### src/rtl/noise_env_pkg.sv
// Shared types and constants for the shell/explosion noise envelope sequencer.
package noise_env_pkg;

    localparam int GAIN_W = 8;
    localparam int HOLD_W = 8;

    // Channel phase: silent, holding the peak, or decaying towards silence.
    typedef enum logic [1:0] {
        ST_IDLE  = 2'd0,
        ST_HOLD  = 2'd1,
        ST_DECAY = 2'd2
    } env_state_t;

    // Exponential-ish decay step: a fixed fraction of the current level, never
    // less than 1 so the tail always reaches zero.
    function automatic logic [GAIN_W-1:0] decay_amount(input logic [GAIN_W-1:0] level,
                                                       input int unsigned     shift);
        logic [GAIN_W-1:0] d;
        d = level >> shift;
        if (d == '0) begin
            d = GAIN_W'(1);
        end
        return d;
    endfunction

endpackage

### src/rtl/noise_env_chan.sv
// One envelope channel: load a peak on trigger, hold it for HOLD ticks, then
// decay to zero by gain>>SHIFT (minimum 1) per tick.
module noise_env_chan
    import noise_env_pkg::*;
#(
    parameter int HOLD     = 20,
    parameter int SHIFT    = 3,
    parameter int LOUD_LVL = 255,
    parameter int SOFT_LVL = 96
) (
    input  logic              clk,
    input  logic              rst,
    input  logic              trig,
    input  logic              ls,
    input  logic              tick,
    output logic [GAIN_W-1:0] gain,
    output logic              active
);

    localparam logic [GAIN_W-1:0] LOUD_G    = GAIN_W'(LOUD_LVL);
    localparam logic [GAIN_W-1:0] SOFT_G    = GAIN_W'(SOFT_LVL);
    localparam logic [HOLD_W-1:0] HOLD_INIT = HOLD_W'(HOLD);

    env_state_t        state_reg, state_next;
    logic [GAIN_W-1:0] gain_reg, gain_next;
    logic [HOLD_W-1:0] hold_reg, hold_next;
    logic              active_reg, active_next;
    logic [GAIN_W-1:0] dec_amt;

    assign dec_amt = decay_amount(gain_reg, SHIFT);

    // State register: phase, level, hold counter and the registered active flag.
    always_ff @(posedge clk or posedge rst) begin
        if (rst) begin
            state_reg  <= ST_IDLE;
            gain_reg   <= '0;
            hold_reg   <= '0;
            active_reg <= 1'b0;
        end else begin
            state_reg  <= state_next;
            gain_reg   <= gain_next;
            hold_reg   <= hold_next;
            active_reg <= active_next;
        end
    end

    // Next-state logic: a trigger overrides everything, including a same-cycle tick.
    always_comb begin
        state_next = state_reg;
        gain_next  = gain_reg;
        hold_next  = hold_reg;
        if (trig) begin
            gain_next  = ls ? LOUD_G : SOFT_G;
            hold_next  = HOLD_INIT;
            state_next = ST_HOLD;
        end else if (tick) begin
            case (state_reg)
                ST_HOLD: begin
                    hold_next = hold_reg - HOLD_W'(1);
                    if (hold_reg == HOLD_W'(1)) begin
                        state_next = ST_DECAY;
                    end
                end
                ST_DECAY: begin
                    if (gain_reg <= dec_amt) begin
                        gain_next  = '0;
                        state_next = ST_IDLE;
                    end else begin
                        gain_next = gain_reg - dec_amt;
                    end
                end
                ST_IDLE: begin
                    gain_next = '0;
                end
                default: begin
                    gain_next  = '0;
                    state_next = ST_IDLE;
                end
            endcase
        end
    end

    // Output logic: active follows the next phase so it drops with the final zero.
    always_comb begin
        active_next = (state_next != ST_IDLE);
    end

    assign gain   = gain_reg;
    assign active = active_reg;

endmodule

### src/rtl/noise_env_ctrl.sv
// Envelope sequencer for the shell and explosion noise channels: trigger edge
// detection, a shared decay-tick prescaler and two envelope channels.
module noise_env_ctrl
    import noise_env_pkg::*;
#(
    parameter int DECAY_DIV   = 3000,
    parameter int SHELL_HOLD  = 20,
    parameter int EXPLO_HOLD  = 60,
    parameter int SHELL_SHIFT = 3,
    parameter int EXPLO_SHIFT = 5,
    parameter int LOUD_LVL    = 255,
    parameter int SOFT_LVL    = 96
) (
    input  logic       clk,
    input  logic       rst,
    input  logic       clk_3MHz_en,
    input  logic       shell_ls,
    input  logic       shell_en,
    input  logic       explo_ls,
    input  logic       explo_en,
    output logic [7:0] shell_gain,
    output logic [7:0] explo_gain,
    output logic       shell_active,
    output logic       explo_active
);

    localparam int                CNT_W    = $clog2(DECAY_DIV);
    localparam logic [CNT_W-1:0]  CNT_LAST = CNT_W'(DECAY_DIV - 1);

    logic [CNT_W-1:0]  count_reg;
    logic              tick;
    logic [1:0]        en_vec;
    logic [1:0]        ls_vec;
    logic [GAIN_W-1:0] gain_w [2];
    logic [1:0]        active_w;

    // Index 0 is the shell channel, index 1 the explosion channel.
    assign en_vec = {explo_en, shell_en};
    assign ls_vec = {explo_ls, shell_ls};

    // Free-running prescaler; triggers never touch it, so ticks stay on a fixed grid.
    always_ff @(posedge clk or posedge rst) begin
        if (rst) begin
            count_reg <= '0;
        end else if (clk_3MHz_en) begin
            count_reg <= (count_reg == CNT_LAST) ? '0 : count_reg + CNT_W'(1);
        end
    end

    assign tick = clk_3MHz_en & (count_reg == CNT_LAST);

    for (genvar gi = 0; gi < 2; gi++) begin : g_chan
        localparam int CH_HOLD  = (gi == 0) ? SHELL_HOLD  : EXPLO_HOLD;
        localparam int CH_SHIFT = (gi == 0) ? SHELL_SHIFT : EXPLO_SHIFT;

        logic en_q_reg;
        logic armed_reg;
        logic trig;

        // Edge detector. armed_reg only sets once en has been seen low, so an en
        // held high across reset release does not count as a fresh rising edge.
        always_ff @(posedge clk or posedge rst) begin
            if (rst) begin
                en_q_reg  <= 1'b0;
                armed_reg <= 1'b0;
            end else begin
                en_q_reg  <= en_vec[gi];
                armed_reg <= armed_reg | ~en_vec[gi];
            end
        end

        assign trig = en_vec[gi] & ~en_q_reg & armed_reg;

        noise_env_chan #(
            .HOLD     (CH_HOLD),
            .SHIFT    (CH_SHIFT),
            .LOUD_LVL (LOUD_LVL),
            .SOFT_LVL (SOFT_LVL)
        ) u_chan (
            .clk    (clk),
            .rst    (rst),
            .trig   (trig),
            .ls     (ls_vec[gi]),
            .tick   (tick),
            .gain   (gain_w[gi]),
            .active (active_w[gi])
        );
    end

    assign shell_gain   = gain_w[0];
    assign explo_gain   = gain_w[1];
    assign shell_active = active_w[0];
    assign explo_active = active_w[1];

endmodule
### config.mk
export PLATFORM = sky130hd
export DESIGN_NAME = noise_env_ctrl
export DESIGN_NICKNAME = d
export VERILOG_FILES = /design/src/rtl/noise_env_pkg.sv /design/src/rtl/noise_env_chan.sv /design/src/rtl/noise_env_ctrl.sv
export SDC_FILE = /design/constraint.sdc
export NUM_CORES = 1
export LEC_CHECK = 0
export CAP_MARGIN = 20
export CORE_MARGIN = 10
export CORE_UTILIZATION = 53
export DETAILED_ROUTE_END_ITERATION = 10
export PLACE_DENSITY = 0.77
export SLEW_MARGIN = 20
export SYNTH_ARGS = -nofsm -noshare
export SYNTH_HDL_FRONTEND = slang
export SYNTH_SLANG_ARGS = --single-unit
### constraint.sdc
create_clock -name clk -period 2.45 [get_ports clk]
set_input_delay 0.49 -clock clk [delete_from_list [all_inputs] [get_ports clk]]
set_output_delay 0.49 -clock clk [all_outputs]
set_load 0.005 [all_outputs]
==> results.sh <==
export IMPL_violations="negative setup slack"
export IMPL_syn_cell_area_sq_mm=0.00311
export IMPL_antenna_found_initial=0
export IMPL_drt_vias_per_instance=5.76
export IMPL_yosys_top_cells_area="dfrtp_1, ha_1, xor2_1, nor2_1, nand2_1"
export IMPL_reg2reg_slack_ps=-230
export IMPL_seq_power_share=0.511
export IMPL_worst_slew_pin_slew_ps=590
export IMPL_r2r_start="g_chan[0].u_chan.gain[5]"
export IMPL_ir_drop_uv=413
export IMPL_grt_busiest_layer="met2"
export IMPL_cts_tree="done"
export IMPL_status="finished, violations left"
export IMPL_num_rows=27
export IMPL_slowest_stage="dfrtp_1"
export IMPL_place_port_buffers=24
export IMPL_grt_first_pass_wirelength_mm=11.9
export IMPL_grt_max_degree=36
export IMPL_synth_seq_area_share=0.435
export IMPL_p_int_uw=1440
export IMPL_hold_viol_final=0
export IMPL_maxCapViolCount=0
export IMPL_synth_edf_count=0
export IMPL_end_kind="flop"
export IMPL_cts_root_buf="clkbuf_8"
export IMPL_path_clk_slew_ps=100
export IMPL_postLayoutSetupSlackWorst_ps=-234
export IMPL_fp_dieW_microns=96.6
export IMPL_fillers=449
export IMPL_use_met3=0.0362
export IMPL_fin_crit_sh=1.10
export IMPL_htree_num_levels=2
export IMPL_finalClockSkew_ps=5.56
export IMPL_yosysTopAreaCell="dfrtp_1"
export IMPL_drc=0
export IMPL_p_leak_uw=0.00154
export IMPL_preCtsSetupSlack_ps=-149
export IMPL_syn_inst=326
export IMPL_synth_nets=348
export IMPL_coreArea_sq_mm=0.00561
export IMPL_gr_total_overflow=0
export IMPL_dp_hpwl_mm=5.10
export IMPL_worst_path_max_fanout=5
export IMPL_max_stage_delay_ps=390
export IMPL_synth_common_cells="dfrtp_1, nor2_1, nand2_1"
export IMPL_worstPathRequired_ps=2640
export IMPL_clockPowerShare=0.251
export IMPL_finalSetupTns_ps=-1150
export IMPL_grt_met1_usage=0.197
export IMPL_synth_most_common_cell="dfrtp_1"
export IMPL_register_area_sq_mm=0.00135
export IMPL_drv_slew=0
export IMPL_worstSetupPathType="flop to flop"
export IMPL_drt_total_wl_mm=7.18
export IMPL_cts_buffers=5
export IMPL_pwr_share_comb=0.238
export IMPL_setup_viol=9
export IMPL_worstSetupEndpoint="g_chan[0].u_chan.gain[0]"
export IMPL_ff2ff_path_depth=10
export IMPL_drt_pass1_iterations=4
export IMPL_synthDistinctLibCells=55
export IMPL_startpoint="g_chan[0].u_chan.gain[5]"
export IMPL_avgRoutedWirePerCell_microns=16.1
export IMPL_vias=2561
export IMPL_cts_buffer_depth=2
export IMPL_postRouteAntennaNets=0
export IMPL_drive_gt1_frac=0.177
export IMPL_p_sw_uw=643
export IMPL_area_growth_pct=21.8
export IMPL_r2r_end="g_chan[0].u_chan.gain[0]"
export IMPL_clkLatencyLatePin_ps=310
export IMPL_min_path_type="flop to flop"
export IMPL_clock_fmax_mhz=373
export IMPL_crit_arrival_ps=2870
export IMPL_cp_cell_sequence="or3_4 > o21bai_1 > ha_2 > inv_2 > fa_2 > a211oi_2 > nor2_2 > o2111a_2 > a221oi_2 > nor2_1"
export IMPL_gp_congestion=0.909
export IMPL_design_area_sq_mm=0.00378
export IMPL_fp_dieH_microns=96.6
export IMPL_numClockSinks=54
export IMPL_die_area_sq_mm=0.00932
export IMPL_diodes=0
export IMPL_synthArstFlopShare=1.00
export IMPL_rsz0062_at_grt="yes"
export IMPL_io_pins=25
export IMPL_grt_pass1_vias=2561
export IMPL_final_nets=394
export IMPL_setup_worst_path_start_class="flop"
export IMPL_cts_hold_buf=0
export IMPL_ys_seq_elements=54
export IMPL_crit_family="compound AO/OA/AOI/OAI gates"
export IMPL_multi_input_area_sq_mm=0.00173
export IMPL_powerDensity_mw_per_mm2=550
export IMPL_path_depth=10
export IMPL_initial_core_util=0.554
export IMPL_yosysTopAreaCellShare=0.435
export IMPL_fin_crit_ps=2680
export IMPL_placed_cell_area_sq_mm=0.00358
export IMPL_first_iter_violations=113
export IMPL_syn_avg_cell_area_sq_um=9.53
export IMPL_maxSlewHeadroom=0.603
export IMPL_met2_usage=0.258
export IMPL_grt_util_all_layers=0.159
export IMPL_critPathBufInv=1
export IMPL_p_sw_frac=0.309
export IMPL_synth_main_ff_cell="dfrtp_1"
export IMPL_synth_warnings=0
[cell type report]
cell class	count	share of cell area
inverters	20	0.0198
clock inverters	1	0.00132
multi-input cells	243	0.457
repair buffers	48	0.118
flip-flops and latches	54	0.357
well taps	72	0.0238
clock buffers	7	0.0228
[per-stage QoR]
stage / power, uW / hold slack, ps / utilization / instances
finish: 2080 / 480 / 0.675 / 445
global route: 2200 / 517 / 0.675 / 445
CTS: 2080 / 479 / 0.666 / 442
detailed placement: 1540 / 456 / 0.638 / 432
global placement: 1520 / 449 / 0.638 / 432
floorplan: 1360 / 435 / - / 326
[logic make-up (layout without fill, tap and decap cells)]
logic type      Yosys count  after routing  share of synthesized area
flops                    54             54                      0.435
xor+xnor                 23             23                     0.0648
simple gates            148            148                      0.264
buf+inv                  29             76                     0.0354
compound gates           56             56                      0.132
mux                       1              1                    0.00322
fa+ha+maj                15             15                     0.0652
[per-layer routing]
metal,wire [microns],up-vias
met5,0,-
met4,181,0
met3,306,20
met2,3480,42
met1,3210,1239
li1,-,1260
[power groups by stage]
stage                     logic [uW]  clock network [uW]  registers, uW
after floorplan                  295                   0           1060
after global placement           444                   0           1070
after detailed placement         461                   0           1080
after CTS                        481                 531           1060
after global routing             550                 575           1080
final                            496                 522           1060
[worst min-delay path by stage]
stage                   startpoint             endpoint  slack (ps)  cells after the start
2_1_floorplan  g_chan[0].armed_reg  g_chan[0].armed_reg         440                      1
3_3_place_gp   g_chan[1].armed_reg  g_chan[1].armed_reg         450                      1
3_5_place_dp   g_chan[1].armed_reg  g_chan[1].armed_reg         460                      1
4_1_cts        g_chan[1].armed_reg  g_chan[1].armed_reg         480                      1
5_1_grt        g_chan[1].armed_reg  g_chan[1].armed_reg         520                      1
6_report       g_chan[1].armed_reg  g_chan[1].armed_reg         480                      1
[cells in the final DEF (no fill, tap or decap), types with 4 or more instances in the layout]
master           count
xor2_1              17
ha_1                11
o211ai_1             6
or2_2                4
clkbuf_8             6
or4_1                8
dfrtp_1             54
nand2_1             26
nand2b_1             6
clkdlybuf4s50_1     24
o21ai_0              6
inv_1               17
xnor2_1              6
nand4_1             13
a21oi_1             11
nor4_1               4
nand3_1             12
nor2_1              35
buf_4               22
nor3_1              10
nor2b_1              4
[timing repair]
item                       4_1_cts  5_1_grt
pin swaps                        2       12
gates resized for setup         11       11
setup endpoints to repair        9       14
buffers inserted                 2        3
(Power assumes the default switching activity.)
